===== config.mk =====
export PLATFORM = sky130hd
export DESIGN_NAME = keyboard_frame_controller
export DESIGN_NICKNAME = d
export VERILOG_FILES = /design/src/rtl/keyboard_frame_controller.sv
export SDC_FILE = /design/constraint.sdc
export NUM_CORES = 1
export LEC_CHECK = 0
export CORE_MARGIN = 2
export CORE_UTILIZATION = 61
export DETAILED_ROUTE_END_ITERATION = 6
export GPL_TIMING_DRIVEN = 1
export PLACE_DENSITY_LB_ADDON = 0.15
export SYNTH_ARGS = -nofsm -noshare
export SYNTH_HDL_FRONTEND = slang
export SYNTH_SLANG_ARGS = --single-unit

===== constraint.sdc =====
create_clock -name clk -period 4 [get_ports clk]
set_input_delay 0.8 -clock clk [delete_from_list [all_inputs] [get_ports clk]]
set_output_delay 0.8 -clock clk [all_outputs]
set_load 0.02 [all_outputs]

===== src/rtl/keyboard_frame_controller.sv =====
// keyboard_frame_controller
// Receive-side sequencer for the PS/2 keyboard port. The raw keyboard clock and
// data lines are synchronised and the clock line is debounced. Each 11-bit frame
// is deframed and its start, parity and stop bits are checked. E0/F0 prefix
// bytes are gathered into a 24-bit scan-code sequence.
//
// Ports
//   clk, rst_n            system clock, asynchronous active-low reset
//   ps2_clk, ps2_data     raw keyboard lines, asynchronous to clk
//   debounce_time         filter length for ps2_clk, in clk cycles
//   synchronizer_enable   1: two-stage input synchroniser, 0: one stage
//   key_code              last complete scan-code sequence, right-aligned
//   key_valid             one-cycle pulse whenever key_code is updated
//   frame_error           last frame had a bad stop bit or timed out
//   parity_error          last frame failed the odd-parity check
module keyboard_frame_controller #(
  parameter int unsigned TIMEOUT_CYCLES = 50000
) (
  input  logic        clk,
  input  logic        rst_n,
  input  logic        ps2_clk,
  input  logic        ps2_data,
  input  logic [4:0]  debounce_time,
  input  logic        synchronizer_enable,
  output logic [23:0] key_code,
  output logic        key_valid,
  output logic        frame_error,
  output logic        parity_error
);

  localparam int unsigned TW = $clog2(TIMEOUT_CYCLES + 1);
  localparam logic [TW-1:0] TMO_LAST = TW'(TIMEOUT_CYCLES - 1);

  typedef enum logic [1:0] {
    IDLE   = 2'd0,
    DATA   = 2'd1,
    PARITY = 2'd2,
    STOP   = 2'd3
  } state_e;

  // True when data byte plus parity bit carry an odd number of ones.
  function automatic logic odd_parity_ok(input logic [7:0] data, input logic par);
    return ^{data, par};
  endfunction

  logic        clk_meta_q, clk_sync_q, data_meta_q, data_sync_q;
  logic        sync_clk, sync_data;
  logic        filt_clk_q, filt_clk_d;
  logic [4:0]  db_cnt_q, db_cnt_d;
  logic        fall;

  state_e      state_q, state_d;
  logic [2:0]  bit_cnt_q, bit_cnt_d;
  logic [7:0]  shift_q, shift_d;
  logic        parity_q, parity_d;
  logic [TW-1:0] tmo_q, tmo_d;
  logic [15:0] pending_q, pending_d;
  logic [1:0]  pend_cnt_q, pend_cnt_d;
  logic [23:0] key_code_q, key_code_d;
  logic        key_valid_q, key_valid_d;
  logic        frame_error_q, frame_error_d;
  logic        parity_error_q, parity_error_d;
  logic        par_bad, stop_bad;

  // Input synchroniser chain; both stages always run so the tap can switch freely.
  always_ff @(posedge clk or negedge rst_n) begin
    if (!rst_n) begin
      clk_meta_q  <= 1'b1;
      clk_sync_q  <= 1'b1;
      data_meta_q <= 1'b1;
      data_sync_q <= 1'b1;
    end else begin
      clk_meta_q  <= ps2_clk;
      clk_sync_q  <= clk_meta_q;
      data_meta_q <= ps2_data;
      data_sync_q <= data_meta_q;
    end
  end

  assign sync_clk  = synchronizer_enable ? clk_sync_q  : clk_meta_q;
  assign sync_data = synchronizer_enable ? data_sync_q : data_meta_q;

  // Debounce filter: accept a new clock level after debounce_time+1 differing cycles.
  always_comb begin
    filt_clk_d = filt_clk_q;
    db_cnt_d   = 5'd0;
    if (sync_clk != filt_clk_q) begin
      if (db_cnt_q == debounce_time) begin
        filt_clk_d = sync_clk;
        db_cnt_d   = 5'd0;
      end else begin
        db_cnt_d   = db_cnt_q + 5'd1;
      end
    end else begin
      db_cnt_d = 5'd0;
    end
  end

  // The falling edge is the cycle in which the filter commits a 1->0 change;
  // sync_data is sampled in that same cycle.
  assign fall = filt_clk_q & ~filt_clk_d;

  // Frame FSM, timeout and scan-code assembler next-state logic.
  always_comb begin
    state_d        = state_q;
    bit_cnt_d      = bit_cnt_q;
    shift_d        = shift_q;
    parity_d       = parity_q;
    tmo_d          = tmo_q;
    pending_d      = pending_q;
    pend_cnt_d     = pend_cnt_q;
    key_code_d     = key_code_q;
    key_valid_d    = 1'b0;
    frame_error_d  = frame_error_q;
    parity_error_d = parity_error_q;
    par_bad        = ~odd_parity_ok(shift_q, parity_q);
    stop_bad       = ~sync_data;

    case (state_q)
      IDLE: begin
        if (fall && !sync_data) begin
          state_d   = DATA;
          bit_cnt_d = 3'd0;
        end else begin
          state_d = IDLE;
        end
      end
      DATA: begin
        if (fall) begin
          shift_d   = {sync_data, shift_q[7:1]};
          bit_cnt_d = bit_cnt_q + 3'd1;
          if (bit_cnt_q == 3'd7) begin
            state_d = PARITY;
          end else begin
            state_d = DATA;
          end
        end else begin
          state_d = DATA;
        end
      end
      PARITY: begin
        if (fall) begin
          parity_d = sync_data;
          state_d  = STOP;
        end else begin
          state_d = PARITY;
        end
      end
      STOP: begin
        if (fall) begin
          state_d        = IDLE;
          parity_error_d = par_bad;
          frame_error_d  = stop_bad;
          if (par_bad || stop_bad) begin
            pending_d  = 16'h0000;
            pend_cnt_d = 2'd0;
          end else if ((shift_q == 8'hE0 || shift_q == 8'hF0) && pend_cnt_q < 2'd2) begin
            pending_d  = {pending_q[7:0], shift_q};
            pend_cnt_d = pend_cnt_q + 2'd1;
          end else begin
            key_valid_d = 1'b1;
            case (pend_cnt_q)
              2'd0:    key_code_d = {16'h0000, shift_q};
              2'd1:    key_code_d = {8'h00, pending_q[7:0], shift_q};
              default: key_code_d = {pending_q, shift_q};
            endcase
            pending_d  = 16'h0000;
            pend_cnt_d = 2'd0;
          end
        end else begin
          state_d = STOP;
        end
      end
      default: begin
        state_d = IDLE;
      end
    endcase

    // Inter-edge timeout; state actions above happen only on a falling edge,
    // so the timeout branch never competes with them.
    if (state_q == IDLE) begin
      tmo_d = '0;
    end else if (fall) begin
      tmo_d = '0;
    end else if (tmo_q == TMO_LAST) begin
      tmo_d          = '0;
      state_d        = IDLE;
      frame_error_d  = 1'b1;
      parity_error_d = 1'b0;
      pending_d      = 16'h0000;
      pend_cnt_d     = 2'd0;
    end else begin
      tmo_d = tmo_q + 1'b1;
    end
  end

  // State and output registers.
  always_ff @(posedge clk or negedge rst_n) begin
    if (!rst_n) begin
      filt_clk_q     <= 1'b1;
      db_cnt_q       <= 5'd0;
      state_q        <= IDLE;
      bit_cnt_q      <= 3'd0;
      shift_q        <= 8'h00;
      parity_q       <= 1'b0;
      tmo_q          <= '0;
      pending_q      <= 16'h0000;
      pend_cnt_q     <= 2'd0;
      key_code_q     <= 24'h000000;
      key_valid_q    <= 1'b0;
      frame_error_q  <= 1'b0;
      parity_error_q <= 1'b0;
    end else begin
      filt_clk_q     <= filt_clk_d;
      db_cnt_q       <= db_cnt_d;
      state_q        <= state_d;
      bit_cnt_q      <= bit_cnt_d;
      shift_q        <= shift_d;
      parity_q       <= parity_d;
      tmo_q          <= tmo_d;
      pending_q      <= pending_d;
      pend_cnt_q     <= pend_cnt_d;
      key_code_q     <= key_code_d;
      key_valid_q    <= key_valid_d;
      frame_error_q  <= frame_error_d;
      parity_error_q <= parity_error_d;
    end
  end

  assign key_code     = key_code_q;
  assign key_valid    = key_valid_q;
  assign frame_error  = frame_error_q;
  assign parity_error = parity_error_q;

endmodule


Word level (Yosys, flattened, before mapping)

Cells that the tools add are included.

$lt $le $gt $ge: 1
Add/sub/neg operators: 4
Equal/unequal tests: 12
Multiplexer cells: 50
Bitwise logic cells: 6
Reduce and logical (&&, ||, !) cells: 13

Operators with widths:

| operator                                            | count |
|---|---|
| two-way mux 16 bit                                  | 10 |
| one-hot mux 24 bit (2 select lines)                 | 1 |
| two-way mux 2 bit                                   | 13 |
| two-way mux 1 bit                                   | 20 |
| adder 16 x 1 -> 16 bit, second input constant       | 1 |
| equality test 16 bit, second input constant         | 1 |
| equality test 8 bit, second input constant          | 2 |
| two-way mux 5 bit                                   | 2 |
| parity 9 bit                                        | 1 |
| one-hot mux 2 bit (4 select lines)                  | 1 |
| two-way mux 3 bit                                   | 2 |
| one-hot mux 3 bit (2 select lines)                  | 1 |
| adder 5 x 1 -> 5 bit, second input constant         | 1 |
| equality test 5 bit                                 | 1 |
| inverter 1 bit                                      | 5 |
| equality test 2 x 1 -> 1 bit, second input constant | 2 |
| equality test 2 bit, second input constant          | 2 |
| logical NOT 2 bit                                   | 2 |
| != test 2 bit, second input constant                | 2 |
| AND reduction 2 bit                                 | 2 |
| AND reduction 4 bit                                 | 1 |
| adder 3 x 1 -> 3 bit, second input constant         | 1 |
| equality test 3 bit, second input constant          | 1 |
| AND reduction 3 bit                                 | 1 |
| other kinds (8)                                     | 10 |

Logic and storage cells: 103
Register bits: 85
Output and inout bits: 27

Logic depth before layout (Yosys ltp)

Depth in word-level cells: 11
Depth in mapped cells: 8

Worst setup path after synthesis

Ideal clock, no wire load.

Path kind: input -> register
Start point: in debounce_time[0]
End point: reg key_code_q[5] (netlist: key_code[5])
Slack: 1507 ps
Data required time: 3875 ps
Setup time: 125 ps
Stages: 7
Arrival time: 2368 ps
Buffers on the path: 1
Cell sequence: xor2_1 nor3_1 nand4_1 nor2_1 o21ai_2 buf_6 mux2_4

Word-level cells in the longest chain between the ends: 6

RTL lines:

| element                       | line | text |
|---|---|---|
| start: declaration            | 23   | `input logic [4:0] debounce_time,` |
| equality test 5 bit           | 88   | `if (db_cnt_q == debounce_time) begin` |
| two-way mux 1 bit             | 88   |  |
| two-way mux 1 bit             | 87   | `if (sync_clk != filt_clk_q) begin` |
| inverter 1 bit                | 101  | `assign fall = filt_clk_q & ~filt_clk_d;` |
| bitwise AND 1 bit             | 101  |  |
| AND reduction 4 bit (no line) | n/a  |  |
| end signal: assignment        | 223  | `key_code_q <= key_code_d;` |
| end: declaration              | 59   | `logic [23:0] key_code_q, key_code_d;` |

Every way passes these cells.
A chain may end at the register's enable or synchronous reset.

Worst setup path in the final report

Start point: in synchronizer_enable
End point: reg pend_cnt_q[0]

Word-level cells in the longest chain between the ends: 10
Elaborated cells between the ends (all ways): 15
Those cells by class: eq/ne: 1; mux: 10; bitwise: 3; reduce/logical: 1

RTL lines:

| element                                            | line   | text |
|---|---|---|
| start: declaration                                 | 24     | `input logic synchronizer_enable,` |
| two-way mux 1 bit                                  | 80     | `assign sync_clk = synchronizer_enable ? clk_sync_q : clk_meta_q;` |
| two-way mux 1 bit or != test 1 bit (tied branches) | 88, 87 |  |
| two-way mux 1 bit                                  | 87     |  |
| inverter 1 bit                                     | 101    |  |
| bitwise AND 1 bit                                  | 101    |  |
| two-way mux 2 bit                                  | 150    | `if (fall) begin` |
| two-way mux 2 bit                                  | 119    | `case (state_q)` |
| two-way mux 2 bit                                  | 185    | `end else if (tmo_q == TMO_LAST) begin` |
| two-way mux 2 bit                                  | 183    | `end else if (fall) begin` |
| two-way mux 2 bit *                                | 181    | `if (state_q == IDLE) begin` |
| via pend_cnt_d[0]                                  | 58     | `logic [1:0] pend_cnt_q, pend_cnt_d;` |
| end signal: assignment                             | 222    | `pend_cnt_q <= pend_cnt_d;` |
| end: declaration                                   | 58     |  |

The timed path passes the listed nets; every way through them passes the cells marked *.

==> results.py <==
metrics = {
    "outcome": {
        "status": "finished, final reports clean",
    },
    "sta": {
        "fmax_mhz": 320.4,
        "finalCritPeriodShare_pct": 78.03,
        "slew_violations": 0,
        "finalHoldViolCount": 0,
        "rsz0062_at_grt": "false",
        "finalSetupViolations": 0,
        "fin_skew_ns": 0.01067,
        "relSlewSlack_pct": 20.72,
        "tns_ns": 0,
        "finalCriticalPeriod_ns": 3.121,
        "tightest_slew_ns": 1.189,
    },
    "die": {
        "ioPinCount": 37,
        "die_area_um2": 6782,
        "die_x_um": 82.35,
        "num_rows": 28,
        "fp.dieH_um": 82.35,
        "start_util_pct": 63.25,
        "core_um2": 5921,
    },
    "power": {
        "ir_worst_vdd_uv": 239.9,
        "power_leakage_nw": 2.213,
        "power_density_nw_per_um2": 380.1,
    },
    "place": {
        "io_buffers": 36,
        "placed_cell_area_um2": 4169,
        "dpl.hpwl_mm": 4.254,
        "placed_cells": 439,
        "place.gp.congestion": 0.7980,
    },
    "hold_path": {
        "hold_depth": 0,
        "hold_class": "reg2reg",
    },
    "routing": {
        "wl_mm": 6.362,
        "drc": 0,
        "dr.pass1.iters": 4,
        "via_per_inst": 5.407,
        "drt-initial-drc-count": 142,
        "dr_total_vias": 2460,
        "ant_nets": 0,
        "wire_per_inst_um": 13.98,
    },
    "critical_path": {
        "critPathTopFamily": "compound AO/OA/AOI/OAI gates",
        "path_cells": "clkdlybuf4s50_1, mux2i_1, and2_1, a31oi_1, o21bai_1, a22oi_1, mux2_2",
        "slowest_delay_ns": 0.89,
        "cp-start-kind": "input pin",
        "cp_num_buf_inv": 1,
        "cp-end-kind": "flop",
        "rr_worst_depth": 6,
        "crit_cells": 7,
        "crit_type": "in2reg",
        "cp.required_ns": 4.27,
        "slowest_stage": "a22oi_1",
        "cp.arrival_ns": 3.39,
        "crit_fanout": 15,
    },
    "cells_and_area": {
        "stdcell_area_um2": 4380,
        "multiInputGateArea_um2": 1479,
        "finish.utilization_pct": 73.99,
        "diodes": 0,
        "fin_cells": 455,
        "nNetsFinal": 391,
        "seqCellArea_um2": 2133,
        "n_fill_cell": 436,
        "final_layout_size_suffix_gt1_share_pct": 9.474,
        "syn_to_final_growth_pct": 16.97,
    },
    "yosys": {
        "synth_edf_count": 0,
        "synth_cell_types": 44,
        "ys_async_sr_fraction_pct": 100.0,
        "synth_sequential_area_ratio_pct": 56.97,
        "syn_avg_cell_area_um2": 11.15,
        "synth_fp_nets": 352,
        "syn_inst": 336,
        "synth_ff_type": "dfrtp_1",
        "yosysWarnings": 0,
        "ys_ff_latch": 85,
        "synth_area_um2": 3745,
    },
    "clocking": {
        "postCtsSetupBuffers": 0,
        "cts_tree": "built",
        "path_clk_slew_ns": 0.08,
        "htreeDepth": 3,
        "cts_buffer_depth": 2,
        "cts_buffers": 9,
        "clock_latency_ns": 0.34,
        "cts.sinks": 85,
        "cts-root-buf": "clkbuf_8",
        "cts_resized": 0,
        "hold_buffers": 0,
    },
    "grt": {
        "grt_use_total_pct": 20.98,
        "antenna_found_initial": 0,
        "grt_pass1_wl_mm": 10.78,
        "overflow": 0,
        "grt_pass1_vias": 2387,
        "grt_max_degree": 86,
    },
    "run": {
        "drv_cap": 0,
    },
}
per-layer routing:
layer  GRT usage [%]  vias up  wire length [µm]
met5               0        -                 0
met3           3.913       13               171
met2           32.98       38              3040
li1                -     1197                 -
met1           28.68     1212              3018
met4           9.000        0               131
report_power, final:
| group | switching (W) | internal, W | total, W | leakage (nW) |
|---|---|---|---|---|
| clock network | 0.000283 | 0.000339 | 0.000623 | 0.106 |
| registers | 0.0000310 | 0.000891 | 0.000922 | 1.07 |
| logic | 0.0000743 | 0.0000463 | 0.000121 | 1.03 |
cell usage after synthesis, types with 2 or more instances:
master | number | area [µm²]
mux2_4 | 3 | 45.04
nand3_1 | 7 | 35.03
nand4b_1 | 2 | 17.52
dfrtp_1 | 80 | 2002
mux2i_1 | 18 | 180.2
and2_1 | 8 | 50.05
xor2_1 | 15 | 131.4
inv_1 | 22 | 82.58
xnor2_1 | 13 | 113.9
nand2_1 | 47 | 176.4
mux2_2 | 6 | 67.56
or3_1 | 2 | 12.51
ha_1 | 6 | 75.07
dfstp_2 | 5 | 131.4
clkbuf_1 | 8 | 30.03
nor2_1 | 31 | 116.4
a22o_1 | 12 | 105.1
nand2b_1 | 3 | 18.77
o21ai_0 | 6 | 30.03
nor3_1 | 3 | 15.01
and3_1 | 8 | 50.05
nor4bb_1 | 2 | 20.02
xnor3_1 | 2 | 45.04
a21oi_1 | 5 | 25.02
nand4_1 | 3 | 18.77
state kept, by name, summed over array words and instances (netlist names), 2 cells and up:
signal / cells
pending_q: 16
key_code: 24
state_q: 2
shift_q: 8
db_cnt_q: 5
pend_cnt_q: 2
bit_cnt_q: 3
tmo_q: 16
cell type report:
cell class | instances | area share, %
tap | 75 | 2.142
clock buffer | 13 | 3.856
sequential | 85 | 48.70
clock inverter | 3 | 0.9712
inverter | 22 | 1.885
multi-input combinational | 218 | 33.76
timing repair buffer | 39 | 8.683
final timing paths:
check / start / to / slack, ns
setup / recovery: synchronizer_enable / pend_cnt_q[0] / 0.88
hold / removal: clk_meta_q / clk_sync_q / 0.37
setup reg to reg: db_cnt_q[2] / pend_cnt_q[0] / 1.35
hold reg to reg: clk_meta_q / clk_sync_q / 0.37
max in group asynchronous: rst_n / shift_q[2] / 2.70
min in group asynchronous: rst_n / tmo_q[15] / 0.63
stage by stage:
step / setup WS [ns] / power (W) / hold WS [ns]
5_1_grt: 0.6736 / 0.001744 / 0.3738
3_5_place_dp: 0.5854 / 0.001060 / 0.3577
4_1_cts: 0.8773 / 0.001681 / 0.3695
6_report: 0.8789 / 0.001665 / 0.3670
2_1_floorplan: 1.507 / 0.001011 / 0.3536
3_3_place_gp: 0.6944 / 0.001055 / 0.3571
kinds of logic (layout without fill, tap and decap cells):
logic type	count (synthesis)	count (layout)	share of synthesized area, %
simple gates	122	122	15.50
flops	85	85	56.97
compound gates	33	33	6.415
buf+inv	33	77	3.541
xor+xnor	30	30	7.751
mux	27	27	7.818
fa+ha+maj	6	6	2.005
layout by cell type (no fill, tap or decap), drive strengths merged, types with 9 or more instances in the layout:
master and n:
xor2 15, a22o 12, xnor2 13, nor2 31, mux2 9, mux2i 18
inv 22, clkdlybuf4s50 35, nand2 47, dfrtp 80, clkbuf 13
No activity file was read; power rests on OpenSTA's default activity.
